File: src/rtl/nileswan_bank_mapper.sv
// nileswan_bank_mapper: FastClk-domain WonderSwan bank registers, write capture and memory selects; NILESWAN_MAPPER_LOCK_EN adds the E5 lock.
module nileswan_bank_mapper #(
    parameter int EXT_WIDTH   = 6,
    parameter int SYNC_STAGES = 2,
    parameter int MIN_LOW     = 2
) (
    input  logic                 FastClk,
    input  logic                 Reset,
    input  logic                 nSel,
    input  logic                 nIO,
    input  logic                 nOE,
    input  logic                 nWE,
    input  logic [7:0]           AddrLo,
    input  logic [3:0]           AddrHi,
    input  logic [7:0]           DataIn,
    output logic [7:0]           RegReadData,
    output logic                 RegAck,
    output logic [EXT_WIDTH-1:0] AddrExt,
    output logic                 nPSRAMSel,
    output logic                 BootromSel,
    output logic [7:0]           PSRAMUpper,
    output logic                 WritePulse,
    output logic [7:0]           WriteAddr,
    output logic [7:0]           WriteData
);
    localparam int CW = $clog2(MIN_LOW + 1);

    logic [SYNC_STAGES-1:0] sel_sync, io_sync, oe_sync, we_sync;
    logic                   sel_s, io_s, we_s, we_prev;
    logic                   capture, rise, accept, commit;
    logic [CW-1:0]          low_cnt;
    logic [7:0]             reg_addr, sh_addr, sh_data;
    logic [7:0]             linear, ram, rom0, rom1, psram_upper;
    logic [EXT_WIDTH-1:0]   bank_mask, bank;
    logic                   self_flash, enable_bootrom, any_rom;
    logic [7:0]             rd_data;
    logic                   rd_ack;
    logic                   unused;

    assign unused   = ^{oe_sync, AddrLo[7:4]};
    assign reg_addr = {AddrHi, AddrLo[3:0]};
    assign sel_s    = sel_sync[SYNC_STAGES-1];
    assign io_s     = io_sync[SYNC_STAGES-1];
    assign we_s     = we_sync[SYNC_STAGES-1];
    assign capture  = ~sel_s & ~io_s & ~we_s;
    assign rise     = we_s & ~we_prev;
    assign accept   = rise && (low_cnt >= CW'(MIN_LOW));

`ifdef NILESWAN_MAPPER_LOCK_EN
    logic locked;
    // Locked writes to E2/E4 vanish entirely, including their pulse.
    assign commit = accept & ~(locked & (sh_addr == 8'hE2 || sh_addr == 8'hE4));
`else
    assign commit = accept;
`endif

    always_ff @(posedge FastClk) begin
        if (Reset) begin
            sel_sync <= '1;
            io_sync  <= '1;
            oe_sync  <= '1;
            we_sync  <= '1;
            we_prev  <= 1'b1;
            low_cnt  <= '0;
            sh_addr  <= '0;
            sh_data  <= '0;
        end else begin
            sel_sync <= {sel_sync[SYNC_STAGES-2:0], nSel};
            io_sync  <= {io_sync[SYNC_STAGES-2:0], nIO};
            oe_sync  <= {oe_sync[SYNC_STAGES-2:0], nOE};
            we_sync  <= {we_sync[SYNC_STAGES-2:0], nWE};
            we_prev  <= we_s;
            if (rise)
                low_cnt <= '0;
            else if (capture) begin
                sh_addr <= reg_addr;
                sh_data <= DataIn;
                if (low_cnt != CW'(MIN_LOW))
                    low_cnt <= low_cnt + 1'b1;
            end
        end
    end

    always_ff @(posedge FastClk) begin
        if (Reset) begin
            linear         <= 8'hFF;
            ram            <= 8'hFF;
            rom0           <= 8'hFF;
            rom1           <= 8'hFF;
            self_flash     <= 1'b0;
            enable_bootrom <= 1'b1;
            psram_upper    <= 8'h00;
            bank_mask      <= '1;
            WritePulse     <= 1'b0;
            WriteAddr      <= 8'h00;
            WriteData      <= 8'h00;
            RegReadData    <= 8'h00;
            RegAck         <= 1'b0;
`ifdef NILESWAN_MAPPER_LOCK_EN
            locked         <= 1'b0;
`endif
        end else begin
            WritePulse  <= commit;
            RegReadData <= rd_data;
            RegAck      <= rd_ack;
            if (commit) begin
                WriteAddr <= sh_addr;
                WriteData <= sh_data;
                case (sh_addr)
                    8'hC0: linear         <= sh_data;
                    8'hC1: ram            <= sh_data;
                    8'hC2: rom0           <= sh_data;
                    8'hC3: rom1           <= sh_data;
                    8'hCE: self_flash     <= sh_data[0];
                    8'hE2: enable_bootrom <= sh_data[0];
                    8'hE3: psram_upper    <= sh_data;
                    8'hE4: bank_mask      <= sh_data[EXT_WIDTH-1:0];
`ifdef NILESWAN_MAPPER_LOCK_EN
                    8'hE5: if (sh_data[0]) locked <= 1'b1;
`endif
                    default: ;
                endcase
            end
        end
    end

    always_comb begin
        rd_data = 8'h00;
        rd_ack  = 1'b1;
        case (reg_addr)
            8'hC0: rd_data = linear;
            8'hC1: rd_data = ram;
            8'hC2: rd_data = rom0;
            8'hC3: rd_data = rom1;
            8'hCE: rd_data = {7'b0, self_flash};
            8'hE2: rd_data = {7'b0, enable_bootrom};
            8'hE3: rd_data = psram_upper;
`ifdef NILESWAN_MAPPER_LOCK_EN
            8'hE5: rd_data = {7'b0, locked};
`endif
            default: rd_ack = 1'b0;
        endcase
    end

    always_comb begin
        bank    = '0;
        any_rom = 1'b0;
        case (AddrHi)
            4'h0: ;
            4'h1: begin
                bank    = ram[EXT_WIDTH-1:0];
                any_rom = self_flash;
            end
            4'h2: begin
                bank    = rom0[EXT_WIDTH-1:0];
                any_rom = 1'b1;
            end
            4'h3: begin
                bank    = rom1[EXT_WIDTH-1:0];
                any_rom = 1'b1;
            end
            default: begin
                bank    = {linear[EXT_WIDTH-5:0], AddrHi};
                any_rom = 1'b1;
            end
        endcase
    end

    assign AddrExt    = bank & bank_mask;
    assign BootromSel = any_rom & enable_bootrom & (&AddrExt);
    assign nPSRAMSel  = ~(~nSel & nIO & any_rom & ~BootromSel);
    assign PSRAMUpper = psram_upper;
endmodule

File: config.mk
export PLATFORM = sky130hd
export DESIGN_NAME = nileswan_bank_mapper
export DESIGN_NICKNAME = d
export VERILOG_FILES = /design/src/rtl/nileswan_bank_mapper.sv
export SDC_FILE = /design/constraint.sdc
export NUM_CORES = 1
export LEC_CHECK = 0
export BUFFER_PORTS_ARGS = -buffer_cell sky130_fd_sc_hd__buf_2
export CAP_MARGIN = 10
export CORE_MARGIN = 4
export CORE_UTILIZATION = 50
export DETAILED_ROUTE_END_ITERATION = 8
export GPL_TIMING_DRIVEN = 1
export PLACE_DENSITY = 0.8
export SLEW_MARGIN = 20
export SYNTH_ARGS = -nofsm -noshare
export SYNTH_HDL_FRONTEND = slang
export SYNTH_SLANG_ARGS = --single-unit
File: constraint.sdc
create_clock -name FastClk -period 1.9 [get_ports FastClk]
set_clock_uncertainty 0.2 [all_clocks]
set_input_delay 0 -clock FastClk [delete_from_list [all_inputs] [get_ports FastClk]]
set_output_delay 0 -clock FastClk [all_outputs]
set_load 0.05 [all_outputs]
==> flow_metrics.env <==
export IMPL_vias=4000
export IMPL_setup_ws_ps=-240
export IMPL_synth_seq_cells=99
export IMPL_synth_compound_area_frac=0.154
export IMPL_drive_above_1_share=0.322
export IMPL_cts_inserted_buffers=9
export IMPL_cts_root_buffer="clkbuf_8"
export IMPL_synth_simple_area_share=0.220
export IMPL_rsz0062_at_grt="yes"
export IMPL_syn_avg_cell_area_um2=8.86
export IMPL_worstPathArrival_ps=1940
export IMPL_syn_inst=473
export IMPL_drv_slew=0
export IMPL_grt_overflow_total=0
export IMPL_synth_area_um2=4190
export IMPL_grt_pass1_vias=3656
export IMPL_dp_hpwl_mm=7.62
export IMPL_htree_levels=3
export IMPL_layout_commonest_cell="dfxtp_1"
export IMPL_worst_pin_slew_ps=633
export IMPL_dieArea_um2=9910
export IMPL_layout_common_cells="dfxtp_1 (91), nand2_1 (85), buf_2 (60), a21oi_1 (34)"
export IMPL_wl_mm=12.6
export IMPL_ys_seq_area_frac=0.473
export IMPL_synthesis_nets=500
export IMPL_synth_top_family_by_area="simple AND/OR/NAND/NOR gates"
export IMPL_synth_fa_ha_area_frac=0.00299
export IMPL_dieWidth_um=99.5
export IMPL_dp_cells=638
export IMPL_synthXorXnorAreaFrac=0.00209
export IMPL_synth_area_mux_share=0.0989
export IMPL_cts_sinks=99
export IMPL_viasPerCell=5.81
export IMPL_path_clk_slew_ps=100
export IMPL_ir_drop_mv=0.372
export IMPL_final_util=0.687
export IMPL_rrSetupSlack_ps=-120
export IMPL_num_antenna_cells=0
export IMPL_grt_max_degree=37
export IMPL_ys_warn_count=0
export IMPL_yosys_cell_types_count=47
export IMPL_fmax_ghz=0.467
export IMPL_antenna_found_initial=0
export IMPL_worst_path_max_fanout=3
export IMPL_start_util=0.512
export IMPL_grt_pass1_wl_mm=18.7
export IMPL_start_kind="flip-flop"
export IMPL_crit_type="flip-flop to output pin"
export IMPL_portBuffers=62
export IMPL_relSlewSlack=0.577
export IMPL_core_area_um2=8180
export IMPL_layout_cells_non_filler=689
export IMPL_dp_slack_ps=-66.4
export IMPL_finalSetupViolCount=19
export IMPL_power_leakage_nw=2.20
export IMPL_final_nets=606
export IMPL_dr_pass1_iters=5
export IMPL_fin_crit_ps=2140
export IMPL_sw_frac_of_total=0.260
export IMPL_die_h_um=99.5
export IMPL_p_seq_frac=0.564
export IMPL_setup_tns_ps=-1310
export IMPL_place_gp_congestion=0.891
export IMPL_violations="setup timing"
export IMPL_max_cap_violations=0
export IMPL_grtUsageTotal=0.240
export IMPL_switchingPower_mw=0.960
export IMPL_syn_to_final_growth_pct=34.0
export IMPL_routedWlPerCell_um=18.3
export IMPL_internal_power_mw=2.73
export IMPL_cts_tree="built"
export IMPL_num_rows=33
export IMPL_crit_path_end_kind="output pin"
export IMPL_finalPower_mw=3.69
export IMPL_clk_path_buf_depth=2
export IMPL_clock_latency_ps=370
export IMPL_drc=0
export IMPL_outcome="finished, violations left"
export IMPL_p_clk_frac=0.358
export IMPL_hold_viol=0
export IMPL_worst_hold_path_type="input port to flip-flop"
export IMPL_crit_required_ps=1700
export IMPL_ant_nets=0
export IMPL_post_route_period_util=1.13
export IMPL_p_per_area_nw_per_um2=658
export IMPL_ios=68
export IMPL_drt_iter0_markers=447
export IMPL_comb_power_share=0.078
power by group through the flow:
| stage | logic (mW) | clock network [mW] | registers (mW) |
|---|---|---|---|
| 5_1_grt | 0.307 | 1.41 | 2.09 |
| 6_report | 0.288 | 1.32 | 2.08 |
| 3_5_place_dp | 0.235 | 0 | 2.13 |
| 4_1_cts | 0.276 | 1.33 | 2.08 |
| 3_3_place_gp | 0.231 | 0 | 2.13 |
| 2_1_floorplan | 0.158 | 0 | 2.13 |
worst max-delay path, stage by stage (launching register included):
cell and delay, ps:
dfxtp_2 350, mux2i_1 80, or3_4 350, a21boi_4 140
nand4_1 230, o31ai_4 250, buf_6 190
state kept, by name (all words and copies together), names as in the netlist, 6 cells and up:
name / count
RegReadData: 8
linear: 8
sh_data: 8
bank_mask: 6
rom0: 8
rom1: 8
sh_addr: 8
WriteData: 8
WriteAddr: 8
ram: 8
PSRAMUpper: 8
repair_timing:
action	CTS	global route
endpoints found under the setup margin	38	56
hold buffers	23	0
pin swaps	15	26
gates cloned	2	2
buffers inserted	4	5
gates resized for setup	17	31
hold endpoints to repair	34	0
path summary, 6_finish.rpt:
kind,start,to,cells past startpoint
max,rom1[0],nPSRAMSel,6
min,AddrHi[1],RegReadData[3],5
max reg2reg,sh_addr[4],rom1[0],7
min reg2reg,io_sync[0],io_sync[1],1
cell type report:
class                           count  area [um^2]
Fill cell                         586         2560
Clock buffer                       10          138
Sequential cell                    99         1990
Timing Repair Buffer              130         1030
Inverter                           10         37.5
Tap cell                          105          131
Clock inverter                      6         53.8
Multi-Input combinational cell    329         2230
per-layer routing:
metal  global-route usage  wire length [um]
met4                0.102               333
met2                0.383              5950
met5                    0                 0
met3               0.0414              1150
met1                0.321              5180
kinds of logic (layout without fill, tap and decap cells):
group                      count (synthesis)  after routing
and+or+nand+nor                          190            191
DFF                                       99             99
AOI/OAI and AO/OA                         96             96
buffers and inverters                     46            156
muxes                                     40             40
adders and majority gates                  1              1
xor gates and xnor gates                   1              1
cell usage after synthesis, drive strengths merged:
cell / number / area, um^2
nand4b: 1 / 8.76
and3b: 3 / 26.3
clkbuf: 24 / 90.1
nand3: 4 / 20.0
a221oi: 3 / 26.3
a211o: 28 / 245
and4bb: 1 / 12.5
o311ai: 1 / 8.76
xnor2: 1 / 8.76
nor2b: 26 / 163
ha: 1 / 12.5
and4b: 1 / 10.0
and2: 2 / 12.5
or2: 9 / 56.3
a32oi: 1 / 8.76
a22oi: 7 / 52.6
inv: 10 / 37.5
or3: 5 / 31.3
nand2b: 1 / 6.26
o21ai: 14 / 70.1
nor3b: 2 / 20.0
dfxtp: 99 / 1980
o2bb2ai: 1 / 8.76
o31a: 2 / 17.5
nor2: 36 / 135
nand2: 87 / 327
nand4: 3 / 25.0
a2111oi: 1 / 8.76
o31ai: 1 / 7.51
a21boi: 1 / 7.51
mux2i: 29 / 290
o21a: 1 / 7.51
nand3b: 1 / 7.51
mux2: 11 / 124
a21oi: 34 / 170
nor3: 7 / 51.3
nor4bb: 1 / 10.0
buf: 12 / 75.1
a211oi: 1 / 7.51
per-stage QoR:
stage	hold slack, ps	area (um^2)
after floorplan	-96.2	4280
after global placement	-16.5	4870
after detailed placement	-10.1	4870
after CTS	94.4	5390
after global routing	173	5610
final	107	5610
No activity file was read; power rests on OpenSTA's default activity.
